==> src/rtl/uncache_pkg.sv <==
// rtl/uncache_pkg.sv - shared types and constants for the uncached data bridge
//
// Purpose: bridge state encoding, AXI AxSIZE encodings, the default AXI ID
// and a helper that maps the CPU access size onto AxSIZE.
// Ports: none (package).
package uncache_pkg;

   typedef enum logic [2:0] {
      IDLE  = 3'd0,
      RADDR = 3'd1,
      RDATA = 3'd2,
      WADDR = 3'd3,
      WRESP = 3'd4,
      DONE  = 3'd5
   } state_t;

   localparam logic [2:0] AXSIZE_BYTE = 3'd0;
   localparam logic [2:0] AXSIZE_HALF = 3'd1;
   localparam logic [2:0] AXSIZE_WORD = 3'd2;

   localparam logic [3:0] UNCACHE_DEFAULT_ID = 4'd1;

   // CPU size 0/1/2 maps straight onto AxSIZE; an out-of-range size is
   // passed through zero-extended rather than clamped.
   function automatic logic [2:0] axi_size(input logic [1:0] size);
      case (size)
         2'd0:    axi_size = AXSIZE_BYTE;
         2'd1:    axi_size = AXSIZE_HALF;
         2'd2:    axi_size = AXSIZE_WORD;
         default: axi_size = 3'd3;
      endcase
   endfunction

endpackage

==> src/rtl/uncache_wbuf.sv <==
// rtl/uncache_wbuf.sv - single-entry posted write buffer for uncached stores
//
// Purpose: holds one posted store (address, size, data, strobes) plus a
// pending flag and drives the AXI AW/W/B channels for it in the background.
// The owner must only push while pending is low.
// Ports:
//   clk, resetn                  clock, asynchronous active-low reset
//   push, push_*                 capture a store into the buffer
//   pending                      a buffered write has not yet seen bvalid
//   awvalid/awready/awaddr/awsize  AXI write address channel
//   wvalid/wready/m_wdata/m_wstrb  AXI write data channel
//   bvalid/bready                AXI write response channel
module uncache_wbuf
   import uncache_pkg::*;
(
   input  logic        clk,
   input  logic        resetn,
   input  logic        push,
   input  logic [31:0] push_addr,
   input  logic [1:0]  push_size,
   input  logic [31:0] push_wdata,
   input  logic [3:0]  push_wstrb,
   output logic        pending,
   output logic        awvalid,
   input  logic        awready,
   output logic [31:0] awaddr,
   output logic [2:0]  awsize,
   output logic        wvalid,
   input  logic        wready,
   output logic [31:0] m_wdata,
   output logic [3:0]  m_wstrb,
   input  logic        bvalid,
   output logic        bready
);

   logic        pend_q;
   logic        aw_done_q;
   logic        w_done_q;
   logic [31:0] addr_q;
   logic [1:0]  size_q;
   logic [31:0] data_q;
   logic [3:0]  strb_q;

   always_ff @(posedge clk or negedge resetn) begin
      if (!resetn) begin
         pend_q    <= 1'b0;
         aw_done_q <= 1'b0;
         w_done_q  <= 1'b0;
         addr_q    <= '0;
         size_q    <= '0;
         data_q    <= '0;
         strb_q    <= '0;
      end else if (push) begin
         pend_q    <= 1'b1;
         aw_done_q <= 1'b0;
         w_done_q  <= 1'b0;
         addr_q    <= push_addr;
         size_q    <= push_size;
         data_q    <= push_wdata;
         strb_q    <= push_wstrb;
      end else if (pend_q) begin
         if (awvalid && awready) aw_done_q <= 1'b1;
         if (wvalid && wready)   w_done_q  <= 1'b1;
         if (bvalid && bready)   pend_q    <= 1'b0;
      end
   end

   // Valids come only from registered flags, never from the readies.
   assign awvalid = pend_q & ~aw_done_q;
   assign wvalid  = pend_q & ~w_done_q;
   assign bready  = pend_q & aw_done_q & w_done_q;
   assign pending = pend_q;
   assign awaddr  = addr_q;
   assign awsize  = axi_size(size_q);
   assign m_wdata = data_q;
   assign m_wstrb = strb_q;

endmodule

==> src/rtl/d_uncache_bridge.sv <==
// rtl/d_uncache_bridge.sv - CPU uncached data access to single-beat AXI bridge
//
// Purpose: turns one held CPU uncached load/store request into a single AXI
// read or write transaction and returns a one-cycle data_ok pulse.
// Optional build macro UNCACHE_WBUF_EN: stores are posted into uncache_wbuf
// and acknowledged the cycle after acceptance; later accesses wait in IDLE
// until the buffered write has received bvalid.
// Ports:
//   clk, resetn                          clock, asynchronous active-low reset
//   req, wr, size, paddr, wdata, wstrb   CPU request (held until data_ok)
//   data_ok, rdata                       CPU completion pulse and load data
//   arvalid/arready/araddr/arsize/arid   AXI read address channel
//   rvalid/rready/m_rdata/rlast          AXI read data channel
//   awvalid/awready/awaddr/awsize/awid   AXI write address channel
//   wvalid/wready/m_wdata/m_wstrb/wlast  AXI write data channel
//   bvalid/bready                        AXI write response channel
module d_uncache_bridge
   import uncache_pkg::*;
#(
   parameter logic [3:0] AXI_ID = UNCACHE_DEFAULT_ID
) (
   input  logic        clk,
   input  logic        resetn,
   input  logic        req,
   input  logic        wr,
   input  logic [1:0]  size,
   input  logic [31:0] paddr,
   input  logic [31:0] wdata,
   input  logic [3:0]  wstrb,
   output logic        data_ok,
   output logic [31:0] rdata,
   output logic        arvalid,
   input  logic        arready,
   output logic [31:0] araddr,
   output logic [2:0]  arsize,
   output logic [3:0]  arid,
   input  logic        rvalid,
   output logic        rready,
   input  logic [31:0] m_rdata,
   input  logic        rlast,
   output logic        awvalid,
   input  logic        awready,
   output logic [31:0] awaddr,
   output logic [2:0]  awsize,
   output logic [3:0]  awid,
   output logic        wvalid,
   input  logic        wready,
   output logic [31:0] m_wdata,
   output logic [3:0]  m_wstrb,
   output logic        wlast,
   input  logic        bvalid,
   output logic        bready
);

   state_t      state_q;
   state_t      state_d;
   logic        accept;
   logic        wbuf_busy;
   logic        aw_hs;
   logic        w_hs;
   logic        aw_done_q;
   logic        w_done_q;
   logic        wr_q;
   logic [31:0] addr_q;
   logic [1:0]  size_q;
   logic [31:0] wdata_q;
   logic [3:0]  wstrb_q;
   logic [31:0] rdata_q;
   logic        unused_sig;

   always_comb begin
      state_d = state_q;
      accept  = 1'b0;
      case (state_q)
         IDLE: begin
            if (req && !wbuf_busy) begin
               accept = 1'b1;
               if (!wr) begin
                  state_d = RADDR;
               end else begin
`ifdef UNCACHE_WBUF_EN
                  state_d = DONE;
`else
                  state_d = WADDR;
`endif
               end
            end
         end
         RADDR: if (arready) state_d = RDATA;
         RDATA: if (rvalid)  state_d = DONE;
         // Each channel may finish in an earlier cycle (flag) or this one.
         WADDR: if ((aw_done_q || aw_hs) && (w_done_q || w_hs)) state_d = WRESP;
         WRESP: if (bvalid)  state_d = DONE;
         DONE:  state_d = IDLE;
         default: state_d = IDLE;
      endcase
   end

   always_ff @(posedge clk or negedge resetn) begin
      if (!resetn) begin
         state_q   <= IDLE;
         wr_q      <= 1'b0;
         addr_q    <= '0;
         size_q    <= '0;
         wdata_q   <= '0;
         wstrb_q   <= '0;
         rdata_q   <= '0;
         aw_done_q <= 1'b0;
         w_done_q  <= 1'b0;
      end else begin
         state_q <= state_d;
         if (accept) begin
            wr_q      <= wr;
            addr_q    <= paddr;
            size_q    <= size;
            wdata_q   <= wdata;
            wstrb_q   <= wstrb;
            aw_done_q <= 1'b0;
            w_done_q  <= 1'b0;
         end else begin
            if (aw_hs) aw_done_q <= 1'b1;
            if (w_hs)  w_done_q  <= 1'b1;
         end
         if (state_q == RDATA && rvalid) rdata_q <= m_rdata;
      end
   end

   assign arvalid = (state_q == RADDR);
   assign araddr  = addr_q;
   assign arsize  = axi_size(size_q);
   assign arid    = AXI_ID;
   assign rready  = (state_q == RDATA);
   assign rdata   = rdata_q;
   assign data_ok = (state_q == DONE);
   assign awid    = AXI_ID;
   assign wlast   = 1'b1;

`ifdef UNCACHE_WBUF_EN
   uncache_wbuf u_wbuf (
      .clk        (clk),
      .resetn     (resetn),
      .push       (accept & wr),
      .push_addr  (paddr),
      .push_size  (size),
      .push_wdata (wdata),
      .push_wstrb (wstrb),
      .pending    (wbuf_busy),
      .awvalid    (awvalid),
      .awready    (awready),
      .awaddr     (awaddr),
      .awsize     (awsize),
      .wvalid     (wvalid),
      .wready     (wready),
      .m_wdata    (m_wdata),
      .m_wstrb    (m_wstrb),
      .bvalid     (bvalid),
      .bready     (bready)
   );

   // Stores never pass through WADDR/WRESP in this build.
   assign aw_hs      = 1'b0;
   assign w_hs       = 1'b0;
   assign unused_sig = ^{rlast, wr_q, wdata_q, wstrb_q};
`else
   assign wbuf_busy  = 1'b0;
   assign awvalid    = (state_q == WADDR) & ~aw_done_q;
   assign wvalid     = (state_q == WADDR) & ~w_done_q;
   assign aw_hs      = awvalid & awready;
   assign w_hs       = wvalid & wready;
   assign awaddr     = addr_q;
   assign awsize     = axi_size(size_q);
   assign m_wdata    = wdata_q;
   assign m_wstrb    = wstrb_q;
   assign bready     = (state_q == WRESP);
   assign unused_sig = ^{rlast, wr_q};
`endif

endmodule

==> config.mk <==
export PLATFORM = sky130hd
export DESIGN_NAME = d_uncache_bridge
export DESIGN_NICKNAME = d
export VERILOG_FILES = /design/src/rtl/uncache_pkg.sv /design/src/rtl/uncache_wbuf.sv /design/src/rtl/d_uncache_bridge.sv
export SDC_FILE = /design/constraint.sdc
export NUM_CORES = 1
export LEC_CHECK = 0
export ABC_AREA = 0
export ABC_CLOCK_PERIOD_IN_PS = 2500
export CORE_MARGIN = 2
export CORE_UTILIZATION = 42
export CTS_BUF_LIST = sky130_fd_sc_hd__clkbuf_16
export DETAILED_ROUTE_END_ITERATION = 8
export GPL_ROUTABILITY_DRIVEN = 0
export PLACE_DENSITY = 0.86
export SETUP_SLACK_MARGIN = 0.2
export SLEW_MARGIN = 20
export SYNTH_ARGS = -nofsm -noshare
export SYNTH_HDL_FRONTEND = slang
export SYNTH_SLANG_ARGS = --single-unit
==> constraint.sdc <==
create_clock -name clk -period 2.5 [get_ports clk]
set_input_delay 0.625 -clock clk [delete_from_list [all_inputs] [get_ports clk]]
set_output_delay 0.625 -clock clk [all_outputs]
set_load 0.01 [all_outputs]
Word-level counts from Yosys, hierarchy flattened:

Index checks and enable logic that the tools add are counted.

* equality and inequality tests: 12
* muxes and demuxes: 14
* bitwise logic cells: 6
* reductions and logical operators: 9

Operators by type and width (number)
* $mux 3: 5
* $pmux 3 s5: 1
* $ne 2x2->1 const B: 4
* $eq 3x2->1 const B: 2
* $eq 3x3->1 const B: 2
* $mux 1: 6
* $pmux 2 s3: 1
* $reduce_and 5->1: 1
* $and 1x1->1: 4
* $reduce_bool 2->1: 2
* $eq 3x1->1 const B: 1
* $logic_not 3->1: 1
* $eq 2x1->1 const B: 1
* $eq 2x2->1 const B: 1
* $logic_and 1x1->1: 2
* $logic_not 2->1: 1
* $logic_or 1x1->1: 2
* $mux 2: 1
* $ne 2x1->1 const B: 1
* $not 1->1: 2

* flip-flop bits (word level): 107

Logic depth before layout (Yosys ltp):

* word-level depth: 7
* mapped depth: 6
* depth with buffers taken out: 3

Worst setup path before layout:

Ideal clock, no wire load.

* path type: input -> register
* start: in req
* end: reg addr_q[0], in the netlist araddr[0]
* library setup time: 125 ps
* arrival: 1735 ps
* required time: 2375 ps
* path slack: 640 ps
* stages on the path: 4
* path through: or3b_4 nor2_8 buf_12 mux2_4

* longest elaborated chain between the ends: 2

RTL lines
* start: declaration: RTL line d_uncache_bridge.sv:24 `input logic req,`
* $mux 1: RTL line d_uncache_bridge.sv:76 `if (req && !wbuf_busy) begin`
* $mux 1: RTL line d_uncache_bridge.sv:74 `case (state_q)`
* end signal: assignment: RTL line d_uncache_bridge.sv:114 `addr_q <= paddr;`
* end: declaration: RTL line d_uncache_bridge.sv:64 `logic [31:0] addr_q;`

Every way passes these cells.
A chain may end at the register's enable or synchronous reset.

Worst setup path after layout:

* start: reg state_q[2]
* end: out arvalid

* longest elaborated chain between the ends: 1

RTL lines
* start: declaration: RTL line d_uncache_bridge.sv:55 `state_t state_q;`
* start signal: assignment: RTL line d_uncache_bridge.sv:111 `state_q <= state_d;`
* $eq 3x1->1: RTL line d_uncache_bridge.sv:128 `assign arvalid = (state_q == RADDR);`
* end: declaration: RTL line d_uncache_bridge.sv:32 `output logic arvalid,`

Every way passes these cells.

==> reports/qor.json <==
{
  "status": "complete, no violations",
  "synthDistinctLibCells": 27,
  "clock_path_buffers": 2,
  "layout.cells.most_common_list": "246 x sky130_fd_sc_hd__clkdlybuf4s50_1, 104 x sky130_fd_sc_hd__dfrtp_1, 70 x sky130_fd_sc_hd__mux2_4",
  "cts_inserted_buffers": 9,
  "wirelength_um": 11200,
  "synth-seq-area-share_pct": 55.0,
  "setup-tns-final_ns": 0,
  "p_total_mw": 10.1,
  "skew_ns": 0.00731,
  "post_synth.cell_area_avg_um2": 16.1,
  "layout_commonest_cell": "sky130_fd_sc_hd__clkdlybuf4s50_1",
  "final_min_period_over_clock_period_pct": 89.1,
  "num_vias": 3124,
  "final-hold-violation-count": 0,
  "syn_to_final_growth_pct": 56.2,
  "global_route.usage.total_pct": 17.8,
  "core.rowCount": 39,
  "cts.clk_slew.worst_paths_ns": 0.07,
  "design_area_mm2": 0.00760,
  "syn-cell-area_mm2": 0.00486,
  "grt.overflow.total": 0,
  "wire_length_of_the_first_global_routing_pass_um": 17700,
  "synth.yosys.warnings": 0,
  "buffer_type_at_the_clock_tree_root": "sky130_fd_sc_hd__clkbuf_16",
  "start_kind": "flop",
  "drt-initial-drc-count": 132,
  "rsz0062_at_grt": "false",
  "ir_worst_vdd_v": 0.000654,
  "worst-r2r-setup-slack_ns": 0.67,
  "timing.critical_path.arrival_ns": 1.60,
  "critPathMaxFanout": 5,
  "die_area_mm2": 0.0125,
  "number_of_cells_traversed_by_the_worst_register_to_register_path": 4,
  "num-nets-final": 642,
  "chipHeight_um": 112,
  "fillerInstances": 795,
  "netlist_instances": 302,
  "viasPerCell": 4.61,
  "type_of_destination_of_the_critical_path": "output port",
  "yosys-mux-area-fraction_pct": 29.8,
  "horizontal_die_dimension_um": 112,
  "drive_above_1_share_pct": 21.1,
  "worst_hold_path_type": "in -> async",
  "first_pass_iters": 4,
  "crit_type": "reg -> out",
  "worstPathRequired_ns": 1.88,
  "synth_top_family_by_area": "multiplexers",
  "coreArea_mm2": 0.0114,
  "floorplan.initialDensity_pct": 42.8,
  "grt_start_max_net_pins": 51,
  "synth-compound-area-share_pct": 1.13,
  "tritoncts": "built",
  "r2r_end": "araddr[24]$_DFFE_PN0P_",
  "first_global_vias": 3257,
  "synth-xor-area-share_pct": 0,
  "timing_max_transition_violations_final": 0,
  "worst_skew_pair.late_latency_ns": 0.34,
  "design.portCount": 265,
  "reg2reg_from": "state_q[0]$_DFFE_PN0P_",
  "placement.io_buffers": 252,
  "dpl-instance-area_mm2": 0.00719,
  "final_core_util_pct": 66.9,
  "leakage_nw": 3.34,
  "drv.max_cap_violation_count": 0,
  "synth_fa_ha_area_share_pct": 0,
  "wl_per_cell_um": 16.5,
  "setup_viol_count_final": 0,
  "yosys.area_share.simple_pct": 2.70,
  "ys_ff_latch": 107,
  "antenna_found_initial": 0,
  "diodes": 0,
  "place.detailed.hpwl_um": 8630,
  "post-route-min-period_ns": 2.23,
  "detail_route.drc_violations": 0,
  "power-per-cell-area_mw_per_mm2": 1330,
  "numClockSinks": 107,
  "htree_levels": 3,
  "final_antenna_net_count": 0,
  "achievable-frequency_ghz": 0.449
}
[cells by family (layout without fill, tap and decap cells)]
kind of cell,count (synthesis),in the layout
AO/OA/AOI/OAI,10,10
buffers and inverters,61,285
flip-flops,107,107
multiplexers,104,104
other,2,11
AND/OR/NAND/NOR,18,18
[routing by layer]
layer / global-route usage, % / up-vias / wire (um)
li1: - / 1425 / -
met1: 22.5 / 1532 / 4500
met2: 30.8 / 153 / 5750
met3: 3.76 / 14 / 774
met4: 5.68 / 0 / 172
met5: 0 / - / 0
[cells in the mapped netlist (all sizes together)]
cell type	number	share of area, %
dfrtp	107	55
mux2	102	29
buf	57	11
nor2	7	0.87
a21oi	6	0.62
clkbuf	3	0.23
and2	2	0.26
and2b	2	0.31
conb	2	0.15
nor3b	2	0.41
o22ai	2	0.26
and3b	1	0.21
inv	1	0.077
mux2i	1	0.21
mux4	1	0.54
nand2	1	0.077
nand3b	1	0.15
o21a	1	0.15
o21ai	1	0.10
or2b	1	0.18
or3b	1	0.23
[report_power, final]
part           switching, mW  internal, mW
combinational           1.74          3.40
sequential             0.625          2.63
clock                  0.611          1.08
total                   2.97          7.11
[cell type report]
| type | count | area (um2) | area share [%] |
|---|---|---|---|
| Timing Repair Buffer | 268 | 2690 | 35.4 |
| Sequential cell | 107 | 2680 | 35.3 |
| Multi-Input combinational cell | 143 | 1680 | 22.1 |
| Clock buffer | 9 | 225 | 2.96 |
| Tap cell | 143 | 179 | 2.35 |
| Clock inverter | 7 | 140 | 1.84 |
| Inverter | 1 | 3.75 | 0.0494 |
[flip-flops by register name, indices dropped and copies added (netlist names)]
register	count
size_q	2
w_done_q	1
m_wstrb	4
rdata	32
aw_done_q	1
araddr	32
state_q	3
m_wdata	32
[critical path, cell delays in order (launching register included)]
cell	delay, ns
sky130_fd_sc_hd__dfrtp_2	0.44
sky130_fd_sc_hd__buf_4	0.15
sky130_fd_sc_hd__or2b_2	0.30
sky130_fd_sc_hd__nor2_1	0.11
sky130_fd_sc_hd__dlygate4sd2_1	0.28
[per-stage QoR]
| step | hold slack (ns) | std cells | setup slack (ns) |
|---|---|---|---|
| CTS | 0.216 | 678 | 0.150 |
| finish | 0.218 | 678 | 0.273 |
| detailed placement | 0.474 | 657 | 0.0115 |
| floorplan | 0.329 | 311 | 0.640 |
| global route | 0.230 | 678 | 0.229 |
| global placement | 0.467 | 657 | 0.0466 |
[how the worst max path moves through the flow]
stage | startpoint | slack [ns] | cells past startpoint | endpoint
global placement | req | 0.05 | 5 | m_wstrb[0]$_DFFE_PN0P_
CTS | state_q[2]$_DFFE_PN0P_ | 0.15 | 3 | rready
floorplan | req | 0.64 | 4 | araddr[0]$_DFFE_PN0P_
global route | state_q[2]$_DFFE_PN0P_ | 0.23 | 4 | arvalid
detailed placement | req | 0.01 | 5 | araddr[24]$_DFFE_PN0P_
finish | state_q[2]$_DFFE_PN0P_ | 0.27 | 4 | arvalid
[what timing repair did]
| action | in CTS | in global routing |
|---|---|---|
| gates resized for setup | 7 | 2 |
| hold buffers | 0 | 0 |
| endpoints found under the setup margin | 6 | 2 |
| buffers inserted | 5 | 0 |
Power figures use the tool's default switching activity.
